--- src/rtl/fpga_out_dis_pkg.sv ---
// Shared types for the sequenced FPGA output disable: FSM state encoding and helpers.
// Latency: n/a (declarations only).
// Backpressure: n/a (no handshakes in this block).
package fpga_out_dis_pkg;

   localparam logic [2:0] ST_ON_ENC      = 3'd0;
   localparam logic [2:0] ST_SHUT_ENC    = 3'd1;
   localparam logic [2:0] ST_OFF_ENC     = 3'd2;
   localparam logic [2:0] ST_HOLD_ENC    = 3'd3;
   localparam logic [2:0] ST_RESTORE_ENC = 3'd4;

   typedef enum logic [2:0] {
      ST_ON      = ST_ON_ENC,
      ST_SHUT    = ST_SHUT_ENC,
      ST_OFF     = ST_OFF_ENC,
      ST_HOLD    = ST_HOLD_ENC,
      ST_RESTORE = ST_RESTORE_ENC
   } state_t;

   function automatic int max_int(input int a, input int b);
      return (a > b) ? a : b;
   endfunction

endpackage

--- src/rtl/oe_seq_timer.sv ---
// Loadable down-counter; done is high in the last cycle of a loaded count.
// Latency: a load of N at edge e makes done high during the cycle before edge e+N.
// Backpressure: none; load always wins over counting, count stops at zero.
//
// Ports: clk, reset (sync, active-high), load/load_val (restart count), done (count == 1).
module oe_seq_timer #(
   parameter int W = 4
) (
   input  logic         clk,
   input  logic         reset,
   input  logic         load,
   input  logic [W-1:0] load_val,
   output logic         done
);

   logic [W-1:0] cnt_q;
   logic [W-1:0] cnt_d;

   always_comb begin
      cnt_d = cnt_q;
      if (load) begin
         cnt_d = load_val;
      end else if (cnt_q != '0) begin
         cnt_d = cnt_q - W'(1);
      end
   end

   always_ff @(posedge clk) begin
      if (reset) begin
         cnt_q <= '0;
      end else begin
         cnt_q <= cnt_d;
      end
   end

   // Flagging the final count lets the owner act on exactly the expiry edge.
   assign done = (cnt_q == W'(1));

endmodule

--- src/rtl/fpga_out_dis_seq.sv ---
// Sequenced multi-channel FPGA output disable: staggered shutdown, hold, reverse-order restore.
// Latency: som_input -> fpga_output 1 clk; channel 0 drops on the edge that samples dis_input.
// Backpressure: none; dis_input is a level request, sequences are never stalled.
//
// Ports: clk, reset (sync, active-high), som_input[CH_NUM] (SoM drive), dis_input (disable
// request), clear (releases latched disable), fpga_output[CH_NUM] (gated, registered),
// all_off (mask empty), busy (SHUT/HOLD/RESTORE), dis_latched (pending latched disable).
module fpga_out_dis_seq
   import fpga_out_dis_pkg::*;
#(
   parameter int CH_NUM      = 4,
   parameter int GAP_CYCLES  = 16,
   parameter int HOLD_CYCLES = 1000,
   parameter int LATCH_MODE  = 0
) (
   input  logic              clk,
   input  logic              reset,
   input  logic [CH_NUM-1:0] som_input,
   input  logic              dis_input,
   input  logic              clear,
   output logic [CH_NUM-1:0] fpga_output,
   output logic              all_off,
   output logic              busy,
   output logic              dis_latched
);

   localparam int GAP_W  = $clog2(GAP_CYCLES + 1);
   localparam int HOLD_W = $clog2(HOLD_CYCLES + 1);
   localparam int TMR_W  = max_int(GAP_W, HOLD_W);
   localparam int IDX_W  = (CH_NUM > 1) ? $clog2(CH_NUM) : 1;

   localparam logic [IDX_W-1:0] LAST_IDX  = IDX_W'(CH_NUM - 1);
   localparam logic [TMR_W-1:0] GAP_LOAD  = TMR_W'(GAP_CYCLES);
   localparam logic [TMR_W-1:0] HOLD_LOAD = TMR_W'(HOLD_CYCLES);

   state_t              state_q, state_d;
   logic [CH_NUM-1:0]   en_q, en_d;
   logic [IDX_W-1:0]    idx_q, idx_d;
   logic [CH_NUM-1:0]   fpga_output_q;
   logic                all_off_q;
   logic                busy_q, busy_d;
   logic                dis_latched_q, dis_latched_d;

   logic                tmr_load;
   logic [TMR_W-1:0]    tmr_val;
   logic                tmr_done;

   // One timer serves both gap and hold: the two intervals never overlap.
   oe_seq_timer #(
      .W (TMR_W)
   ) u_timer (
      .clk      (clk),
      .reset    (reset),
      .load     (tmr_load),
      .load_val (tmr_val),
      .done     (tmr_done)
   );

   always_comb begin
      state_d  = state_q;
      en_d     = en_q;
      idx_d    = idx_q;
      tmr_load = 1'b0;
      tmr_val  = '0;

      // A new request in the same cycle as clear keeps the latch set.
      if (LATCH_MODE != 0) begin
         dis_latched_d = dis_input | (dis_latched_q & ~clear);
      end else begin
         dis_latched_d = 1'b0;
      end

      case (state_q)
         ST_ON: begin
            if (dis_input) begin
               en_d[0] = 1'b0;
               if (CH_NUM == 1) begin
                  state_d = ST_OFF;
               end else begin
                  state_d  = ST_SHUT;
                  idx_d    = IDX_W'(1);
                  tmr_load = 1'b1;
                  tmr_val  = GAP_LOAD;
               end
            end
         end

         ST_SHUT: begin
            if (tmr_done) begin
               en_d[idx_q] = 1'b0;
               if (idx_q == LAST_IDX) begin
                  state_d = ST_OFF;
               end else begin
                  idx_d    = idx_q + IDX_W'(1);
                  tmr_load = 1'b1;
                  tmr_val  = GAP_LOAD;
               end
            end
         end

         ST_OFF: begin
            if (!dis_input && !dis_latched_q) begin
               state_d  = ST_HOLD;
               tmr_load = 1'b1;
               tmr_val  = HOLD_LOAD;
            end
         end

         ST_HOLD: begin
            if (dis_input) begin
               // Back to OFF with the hold count discarded; it restarts on release.
               state_d  = ST_OFF;
               tmr_load = 1'b1;
               tmr_val  = '0;
            end else if (tmr_done) begin
               en_d[LAST_IDX] = 1'b1;
               if (CH_NUM == 1) begin
                  state_d = ST_ON;
               end else begin
                  state_d  = ST_RESTORE;
                  idx_d    = LAST_IDX - IDX_W'(1);
                  tmr_load = 1'b1;
                  tmr_val  = GAP_LOAD;
               end
            end
         end

         ST_RESTORE: begin
            if (dis_input) begin
               // Re-enter shutdown from index 1; channels not yet restored stay off.
               en_d[0]  = 1'b0;
               state_d  = ST_SHUT;
               idx_d    = IDX_W'(1);
               tmr_load = 1'b1;
               tmr_val  = GAP_LOAD;
            end else if (tmr_done) begin
               en_d[idx_q] = 1'b1;
               if (idx_q == '0) begin
                  state_d = ST_ON;
               end else begin
                  idx_d    = idx_q - IDX_W'(1);
                  tmr_load = 1'b1;
                  tmr_val  = GAP_LOAD;
               end
            end
         end

         default: begin
            state_d = ST_ON;
            en_d    = '1;
            idx_d   = '0;
         end
      endcase

      busy_d = (state_d == ST_SHUT) || (state_d == ST_HOLD) || (state_d == ST_RESTORE);
   end

   always_ff @(posedge clk) begin
      if (reset) begin
         state_q       <= ST_ON;
         en_q          <= '1;
         idx_q         <= '0;
         fpga_output_q <= '0;
         all_off_q     <= 1'b0;
         busy_q        <= 1'b0;
         dis_latched_q <= 1'b0;
      end else begin
         state_q       <= state_d;
         en_q          <= en_d;
         idx_q         <= idx_d;
         fpga_output_q <= som_input & en_d;
         all_off_q     <= ~|en_d;
         busy_q        <= busy_d;
         dis_latched_q <= dis_latched_d;
      end
   end

   assign fpga_output = fpga_output_q;
   assign all_off     = all_off_q;
   assign busy        = busy_q;
   assign dis_latched = dis_latched_q;

endmodule

--- config.mk ---
export PLATFORM = sky130hd
export DESIGN_NAME = fpga_out_dis_seq
export DESIGN_NICKNAME = d
export VERILOG_FILES = /design/src/rtl/fpga_out_dis_pkg.sv /design/src/rtl/oe_seq_timer.sv /design/src/rtl/fpga_out_dis_seq.sv
export SDC_FILE = /design/constraint.sdc
export NUM_CORES = 1
export LEC_CHECK = 0
export CAP_MARGIN = 10
export CORE_UTILIZATION = 58
export CTS_BUF_LIST = sky130_fd_sc_hd__clkbuf_2 sky130_fd_sc_hd__clkbuf_4 sky130_fd_sc_hd__clkbuf_8
export DETAILED_ROUTE_END_ITERATION = 8
export GPL_TIMING_DRIVEN = 0
export PLACE_DENSITY = 0.86
export SLEW_MARGIN = 20
export SYNTH_ARGS = -nofsm -noshare
export SYNTH_HDL_FRONTEND = slang
export SYNTH_SLANG_ARGS = --single-unit
--- constraint.sdc ---
create_clock -name clk -period 3.8 [get_ports clk]
set_clock_uncertainty 0.15 [all_clocks]
set_input_delay 0.57 -clock clk [delete_from_list [all_inputs] [get_ports clk]]
set_output_delay 0.57 -clock clk [all_outputs]
set_load 0.01 [all_outputs]
---- Yosys cells after proc, flatten, opt, wreduce, memory -nomap -nowiden ----
Index checks and enable logic that the tools add are counted.
cells by class
  add/sub/neg operators ................... 3
  order comparisons ....................... 2
  bitwise logic cells ..................... 5
  shift operators ......................... 0
  reductions and logical operators ........ 13
  multipliers ............................. 0
  equality and inequality tests ........... 16
  divide/modulo/power cells ............... 0
  muxes and demuxes ....................... 53
operators by type and width
  operator                                                               count
  10-bit two-way mux                                                     6
  10-bit case mux with 5 select lines                                    1
  3-bit two-way mux                                                      10
  5-bit two-way mux                                                      5
  2-bit two-way mux                                                      8
  3-bit case mux with 5 select lines                                     1
  1-bit two-way mux                                                      14
  10-bit by 1-bit == test with 1-bit output (second input constant)      1
  2-bit inequality test (second input constant)                          5
  2-bit case mux with 5 select lines                                     1
  10-bit nonzero test                                                    1
  10-bit by 1-bit subtractor with 10-bit output (second input constant)  1
  3-bit by 2-bit == test with 1-bit output (second input constant)       3
  4-bit AND                                                              2
  4-bit two-way mux                                                      2
  1-bit case mux with 4 select lines                                     2
  8-bit AND reduction                                                    1
  3-bit by 1-bit == test with 1-bit output (second input constant)       2
  3-bit == test (second input constant)                                  2
  3-bit inequality test (second input constant)                          2
  2-bit case mux with 3 select lines                                     1
  1-bit case mux with 5 select lines                                     1
  4-bit NOT                                                              1
  4-bit bitwise OR                                                       1
  other kinds (16)                                                       18
storage, ports and cells
  bits in registers ....................... 25
  memories ................................ 0
  ROM bits ................................ 0
  bits in writable memories ............... 0
  input bits .............................. 8
  latch bits .............................. 0
  logic and storage cells ................. 99

---- Logic depth before layout (Yosys ltp) ----
Gate-level depths: netlist of run 1.
  word-level depth ........................ 10
  mapped depth ............................ 7

---- By module ----
A second synthesis of run 1 with hierarchy kept.
unflattened totals
  cells, all modules ...................... 183
  area, all modules ....................... 1542.7 um^2
by module, submodules not included
  module            seq. area each (um^2)  instances  cells each  area an instance (um^2)
  fpga_out_dis_seq  300.3                  1          111         934.6
  oe_seq_timer      200.2                  1          72          608.1

---- Worst setup path before layout of run 1 ----
No wires, ideal clock.
  path kind ............................... register -> register
  start ................................... register u_timer.cnt_q[1]
  end ..................................... register en_q[0]
  required time ........................... 3.530 ns
  stages on the path, launching flop included .. 7
  setup time .............................. 0.120 ns
  path buffers ............................ 0
  period minus slack after synthesis ...... 1.857 ns
  path slack .............................. 1.943 ns
  data arrival time ....................... 1.587 ns
  path through ............................ dfxtp_1 -> inv_1 -> ha_1 -> and3_1 -> a2111oi_0 -> nor3_2 -> or2_1
on the way
  cells in the longest elaborated chain, start to end .. 4
RTL lines
  element                                        RTL line                 text
  start: declaration                             oe_seq_timer.sv:16       logic [W-1:0] cnt_q;
  start signal: assignment                       oe_seq_timer.sv:32       cnt_q <= cnt_d;
  10-bit by 1-bit == test with 1-bit output (*)  oe_seq_timer.sv:37       assign done = (cnt_q == W'(1));
  4-bit two-way mux                              fpga_out_dis_seq.sv:136  end else if (tmr_done) begin
  1-bit two-way mux                              fpga_out_dis_seq.sv:129  if (dis_input) begin
  1-bit case mux with 4 select lines (*)         fpga_out_dis_seq.sv:73   case (state_q)
  end signal: assignment                         fpga_out_dis_seq.sv:169  en_q <= en_d;
  end: declaration                               fpga_out_dis_seq.sv:37   logic [CH_NUM-1:0] en_q, en_d;
Mark *: on every way between the ends. The rest lies on a longest branch, timed or not.
A chain may end at the register's enable or synchronous reset.

---- Worst setup path in the final report of run 1 ----
  start ................................... input dis_input
  end ..................................... register idx_q[1]
on the way
  cells in the longest elaborated chain, start to end .. 2
RTL lines
  element                                                                                            RTL line                 text
  start: declaration                                                                                 fpga_out_dis_seq.sv:19   input logic dis_input,
  3-bit inequality test (no source line), or another cell as far along                               -
  8-bit AND reduction (no source line) / 2-bit case mux with 5 select lines (equally long branches)  -
  end signal: assignment                                                                             fpga_out_dis_seq.sv:170  idx_q <= idx_d;
  end: declaration                                                                                   fpga_out_dis_seq.sv:38   logic [IDX_W-1:0] idx_q, idx_d;
Parallel ways exist; a longest one is shown, timed or not.

==> results.toml, run 1 <==
[outcome]
status = "finished clean"

[drt]
ant_nets = 0
drt_iter0_markers = 63
routed_wirelength_um = 3070
drc_errors = 0
vias = 1315
firstDrtPassIters = 5
vias_per_cell = 6.23
wl_per_cell_um = 14.5

[sta]
slew_violations = 0
hold_violations = 0
worst_pin_slew_ns = 0.495
slew_headroom = 0.661
max_freq_ghz = 0.410
fin_tns_setup_ns = 0
period_share = 0.642
setup_viol = 0
period_needed_ns = 2.44
rsz0062_at_grt = "false"

[clocking]
clock_sinks = 25
tritoncts = "yes"
post_cts_buffers = 0
clk_latency_ns = 0.31
cts_root_buf = "clkbuf_4"
clockBufferDepth = 2
cts_buffers = 3
clkTransAtPathRegs_ns = 0.12
hold_buffers = 0
cts-htree-levels = 1
ctsResizeCount = 0

[setup_path]
arrival_ns = 2.52
rrSetupSlack_ns = 1.67
r2r_end = "u_timer.cnt_q[1]"
required_ns = 3.88
worst_setup_path_end_kind = "flop"
crit_start = "dis_input"
timing.rr.start = "u_timer.cnt_q[1]"
worstPathMaxFanout = 8
reg2reg_depth = 7
path_class = "input port to flop"
startpoint_type = "input port"
crit_end = "idx_q[1]"

[finish]
layout_commonest_cell = "dfxtp_1"
area_delta_synth_final_pct = 12.1
stdcell_area_um2 = 1620
nets = 199
fin_cells = 211
insertedDiodeCount = 0
drive_gt1_frac = 0.115
final_cell_mix = "dfxtp_1 (25), nand2_1 (16), o21ai_0 (14), nor2_1 (13), clkdlybuf4s50_1 (11)"
fin_util = 0.712

[logic_synthesis]
synthCells = 168
synth_warnings = 0
synth_cell_types = 49
avgSynthCellArea_um2 = 8.60
synth_top_area_frac = 0.346
synth_async_sr_flop_share = 0
yosys-top-cells-area = "dfxtp_1 (35%), ha_1 (6.1%), o21ai_0 (4.8%), xnor2_1 (4.2%), nand2_1 (4.2%)"
syn-cell-area_um2 = 1450
yosysSeqAreaShare = 0.346
syn_nets = 183
synth_area_leader_cell = "dfxtp_1"
synth_edf_count = 0
ys_ff_latch = 25
ys.flop_type = "dfxtp_1"

[place]
portBuffers = 11
placed_area_um2 = 1590
dp_cells = 207
gp_congestion = 0.934
hpwl_um = 2300

[floorplan]
die_h_um = 51.9
initial_utilization = 0.635
num_rows = 17
dieArea_um2 = 2700
boundaryPins = 15
dieWidth_um = 51.9
coreArea_um2 = 2280

[hold_path]
hold_path_class = "input port to flop"

[global_route]
grt_start_max_net_pins = 14
track_usage = 0.266
antenna_found_initial = 0
grt-ovfl-total = 0
grt_pass1_wl_um = 5310
met3_usage = 0.0409
use_met1 = 0.359
grtUsageMet2 = 0.415
grt.busiest_layer = "met2"
grt_pass1_vias = 1224

[pwr]
p_leak_nw = 0.644
ir_worst_vdd_mv = 0.677
power.density_nw_per_um2 = 657

[run]
drv_cap = 0
-- layout make-up --
type | instances | area (um^2)
tap | 28 | 35.0
fill | 165 | 656
buffer | 7 | 68.8
clock buffer | 4 | 30.0
multi-input combinational | 128 | 846
inverter | 8 | 30.0
sequential | 25 | 500
timing repair buffer | 11 | 110
-- worst min path at each step --
| stage | startpoint | to | slack, ns | cells after the start |
|---|---|---|---|---|
| 3_5_place_dp | u_timer.cnt_q[1] | u_timer.cnt_q[1] | 0.38 | 2 |
| 5_1_grt | reset | idx_q[1] | 0.28 | 2 |
| 6_report | reset | idx_q[1] | 0.30 | 2 |
| 3_3_place_gp | idx_q[0] | idx_q[0] | 0.35 | 2 |
| 4_1_cts | reset | idx_q[1] | 0.29 | 2 |
| 2_1_floorplan | idx_q[0] | idx_q[0] | 0.33 | 2 |
-- cells by family after synthesis --
group / after synthesis / synth area share
DFF: 25 / 0.346
and+or+nand+nor: 70 / 0.273
muxes: 2 / 0.0147
AOI/OAI and AO/OA: 40 / 0.186
adders and majority gates: 7 / 0.0606
other: 1 / 0.00259
xor gates and xnor gates: 8 / 0.0485
buffers and inverters: 15 / 0.0684
-- cell usage after synthesis (2+ instances only) --
library cell,n
a2111oi_0,2
a211oi_1,2
a21oi_1,5
a31oi_1,3
a32oi_1,2
and3_1,6
buf_4,2
buf_6,2
clkbuf_8,2
dfxtp_1,25
ha_1,7
inv_1,8
nand2_1,16
nand2b_1,3
nand3_1,9
nor2_1,13
nor3_1,5
nor3b_1,2
nor4_2,2
o21a_1,2
o21ai_0,14
or2_1,2
or2_2,2
xnor2_1,7
-- layer usage --
layer | share of wire | vias to the layer above | routed length, um
li1 | - | 632 | -
met4 | 0.022 | 0 | 69
met3 | 0.096 | 9 | 296
met1 | 0.44 | 596 | 1350
met2 | 0.44 | 78 | 1350
met5 | 0 | - | 0
-- state kept, by name (all words and copies together), names as in the netlist --
| signal | cells |
|---|---|
| state_q | 3 |
| all_off | 1 |
| u_timer.cnt_q | 10 |
| busy | 1 |
| fpga_output | 4 |
| idx_q | 2 |
| en_q | 4 |
-- through the flow --
stage / power [mW] / worst slack [ns] / hold slack [ns]
6_report: 1.06 / 1.36 / 0.305
3_3_place_gp: 0.912 / 1.17 / 0.348
4_1_cts: 1.06 / 1.43 / 0.289
2_1_floorplan: 0.827 / 1.94 / 0.331
5_1_grt: 1.15 / 1.31 / 0.281
3_5_place_dp: 0.935 / 1.10 / 0.381
-- where the power goes --
| group | total [mW] | leakage (nW) | internal [mW] | switching [mW] |
|---|---|---|---|---|
| clock | 0.122 | 0.0184 | 0.0482 | 0.0734 |
| combinational | 0.542 | 0.420 | 0.247 | 0.295 |
| sequential | 0.400 | 0.205 | 0.327 | 0.0728 |
-- worst max-delay path, cell delays in order --
cell and delay, ns:
clkdlybuf4s50_1 0.60, or3b_2 0.53, a32oi_1 0.37, o21ai_1 0.18, a211oi_1 0.27
Power figures use the tool's default switching activity.
==> run 2, diff against run 1 <==
--- a/config.mk
+++ b/config.mk
@@ -6,11 +6,11 @@
 export NUM_CORES = 1
 export LEC_CHECK = 0
 export CAP_MARGIN = 10
-export CORE_UTILIZATION = 58
+export CORE_UTILIZATION = 52
 export CTS_BUF_LIST = sky130_fd_sc_hd__clkbuf_2 sky130_fd_sc_hd__clkbuf_4 sky130_fd_sc_hd__clkbuf_8
 export DETAILED_ROUTE_END_ITERATION = 8
 export GPL_TIMING_DRIVEN = 0
-export PLACE_DENSITY = 0.86
+export PLACE_DENSITY = 0.82
 export SLEW_MARGIN = 20
 export SYNTH_ARGS = -nofsm -noshare
 export SYNTH_HDL_FRONTEND = slang
==> constraint.sdc (replaced) <==
create_clock -name clk -period 2 [get_ports clk]
set_clock_uncertainty 0.15 [all_clocks]
set_input_delay 0.3 -clock clk [delete_from_list [all_inputs] [get_ports clk]]
set_output_delay 0.3 -clock clk [all_outputs]
set_load 0.01 [all_outputs]
==> results.toml, run 2 (synthesis gave the netlist of run 1 again) <==
[outcome]
status = "finished, violations left"
violations = "setup timing"

[finish]
largest_register_ffs = 10
nets = 200
drive_gt1_frac = 0.174
n_fill_cell = 209
layout_commonest_cell = "dfxtp_1"
fin_util = 0.661
top_register = "u_timer.cnt_q"
fin_cells = 214
final_cell_mix = "dfxtp_1 (23), nand2_1 (16), o21ai_0 (13), nor2_1 (12), clkdlybuf4s50_1 (11)"
insertedDiodeCount = 0
area_delta_synth_final_pct = 16.4

[sta]
finalWorstSetupSlack_ns = -0.0309
slew_violations = 0
period_share = 1.02
setup_viol = 1
hold_violations = 0
fin_tns_setup_ns = -0.0309
period_needed_ns = 2.03
rsz0062_at_grt = "true"
max_freq_ghz = 0.492

[drt]
vias = 1328
firstDrtPassIters = 4
vias_per_cell = 6.21
ant_nets = 0
drt_iter0_markers = 64
drc_errors = 0
routed_wirelength_um = 3450
wl_per_cell_um = 16.1

[pwr]
power.internal_mw = 1.26
p_leak_nw = 0.658
seqPwrFrac = 0.358
ir_worst_vdd_mv = 1.21
power.density_nw_per_um2 = 1300
p_switching_mw = 0.925
p_comb_frac = 0.530
p_clk_frac = 0.112
swShare = 0.424

[clocking]
cts_root_buf = "clkbuf_4"
clkTransAtPathRegs_ns = 0.13
clk_latency_ns = 0.33
cts_buffers = 3
clock_sinks = 25
tritoncts = "yes"
hold_buffers = 0
cts-htree-levels = 1
clockBufferDepth = 2

[floorplan]
coreArea_um2 = 2540
die_h_um = 54.7
dieArea_um2 = 2990
boundaryPins = 15
dieWidth_um = 54.7
initial_utilization = 0.568
num_rows = 18

[setup_path]
worst_setup_path_end_kind = "flop"
required_ns = 2.09
arrival_ns = 2.13
critical_path.max_stage_delay_ns = 0.63
crit_family = "compound AO/OA/AOI/OAI gates"
crit_path_cell_trace = "clkdlybuf4s50_1, or3b_2, a32oi_2, o21ai_1, a211oi_1"
worstPathMaxFanout = 8
crit_start = "dis_input"
path_class = "input port to flop"
timing.rr.start = "state_q[0]"
crit_buf_inv = 1
crit_path_top_delay_cell = "clkdlybuf4s50_1"
startpoint_type = "input port"

[global_route]
track_usage = 0.260
grt-ovfl-total = 0
grt_start_max_net_pins = 14
grt_pass1_vias = 1242
antenna_found_initial = 0
grt_pass1_wl_um = 5510

[run]
drv_cap = 0

[place]
portBuffers = 11
gp_congestion = 0.965
dp_cells = 209
hpwl_um = 2480

[hold_path]
hold_start = "reset"
hold_path_class = "input port to flop"
-- run 2: power by group through the flow --
stage / Combinational [mW] / Clock (mW) / Sequential, mW
after global routing: 1.27 / 0.271 / 0.795
after CTS: 1.05 / 0.251 / 0.761
final: 1.16 / 0.244 / 0.780
after floorplan: 0.823 / 0 / 0.748
after global placement: 0.973 / 0 / 0.757
after detailed placement: 1.02 / 0 / 0.771
-- run 2: worst register-to-register path, cell delays in order, from the launching register on --
cell and delay (ns):
dfxtp_1 0.35, clkbuf_8 0.15, clkbuf_1 0.38, nand3_1 0.16, a32oi_2 0.31, o21ai_1 0.14, a211oi_1 0.25
-- run 2: cell type report --
cell class	instances	area [um^2]	area share
flip-flops and latches	25	503	0.299
repair buffers	12	118	0.0699
clock buffers	4	30.0	0.0178
well taps	30	37.5	0.0223
multi-input cells	128	896	0.532
plain buffers	7	68.8	0.0409
inverters	8	30.0	0.0178
-- run 2: what timing repair did --
action                                  CTS  global route
endpoints found under the setup margin   10            19
pin swaps                                 1             2
gates resized for setup                   5            10
buffers inserted                          0             1
-- run 2: path summary, 6_finish.rpt --
kind                            cells after the start  endpoint  slack [ns]
worst max-delay path                                5  idx_q[1]       -0.03
worst min-delay path                                2  idx_q[1]        0.02
worst max register to register                      6  idx_q[1]        0.03
worst min register to register                      2  idx_q[0]        0.39
-- run 2: metal layers --
| metal | share of wire | vias to the layer above | GRT usage | routed length, um |
|---|---|---|---|---|
| met5 | 0 | - | 0 | 0 |
| met4 | 0.037 | 0 | 0.141 | 129 |
| met3 | 0.064 | 15 | 0.0500 | 221 |
| li1 | - | 632 | - | - |
| met1 | 0.42 | 620 | 0.325 | 1470 |
| met2 | 0.47 | 61 | 0.416 | 1630 |
-- run 2: per-stage QoR --
stage	setup slack, ns	total power, mW	area (um^2)	hold slack, ns
6_report	-0.0309	2.18	1680	0.0219
5_1_grt	-0.0931	2.34	1680	0.0114
3_3_place_gp	-0.362	1.73	1590	0.351
2_1_floorplan	0.143	1.57	1450	0.296
3_5_place_dp	-0.389	1.80	1590	0.368
4_1_cts	0.00576	2.06	1640	0.0144
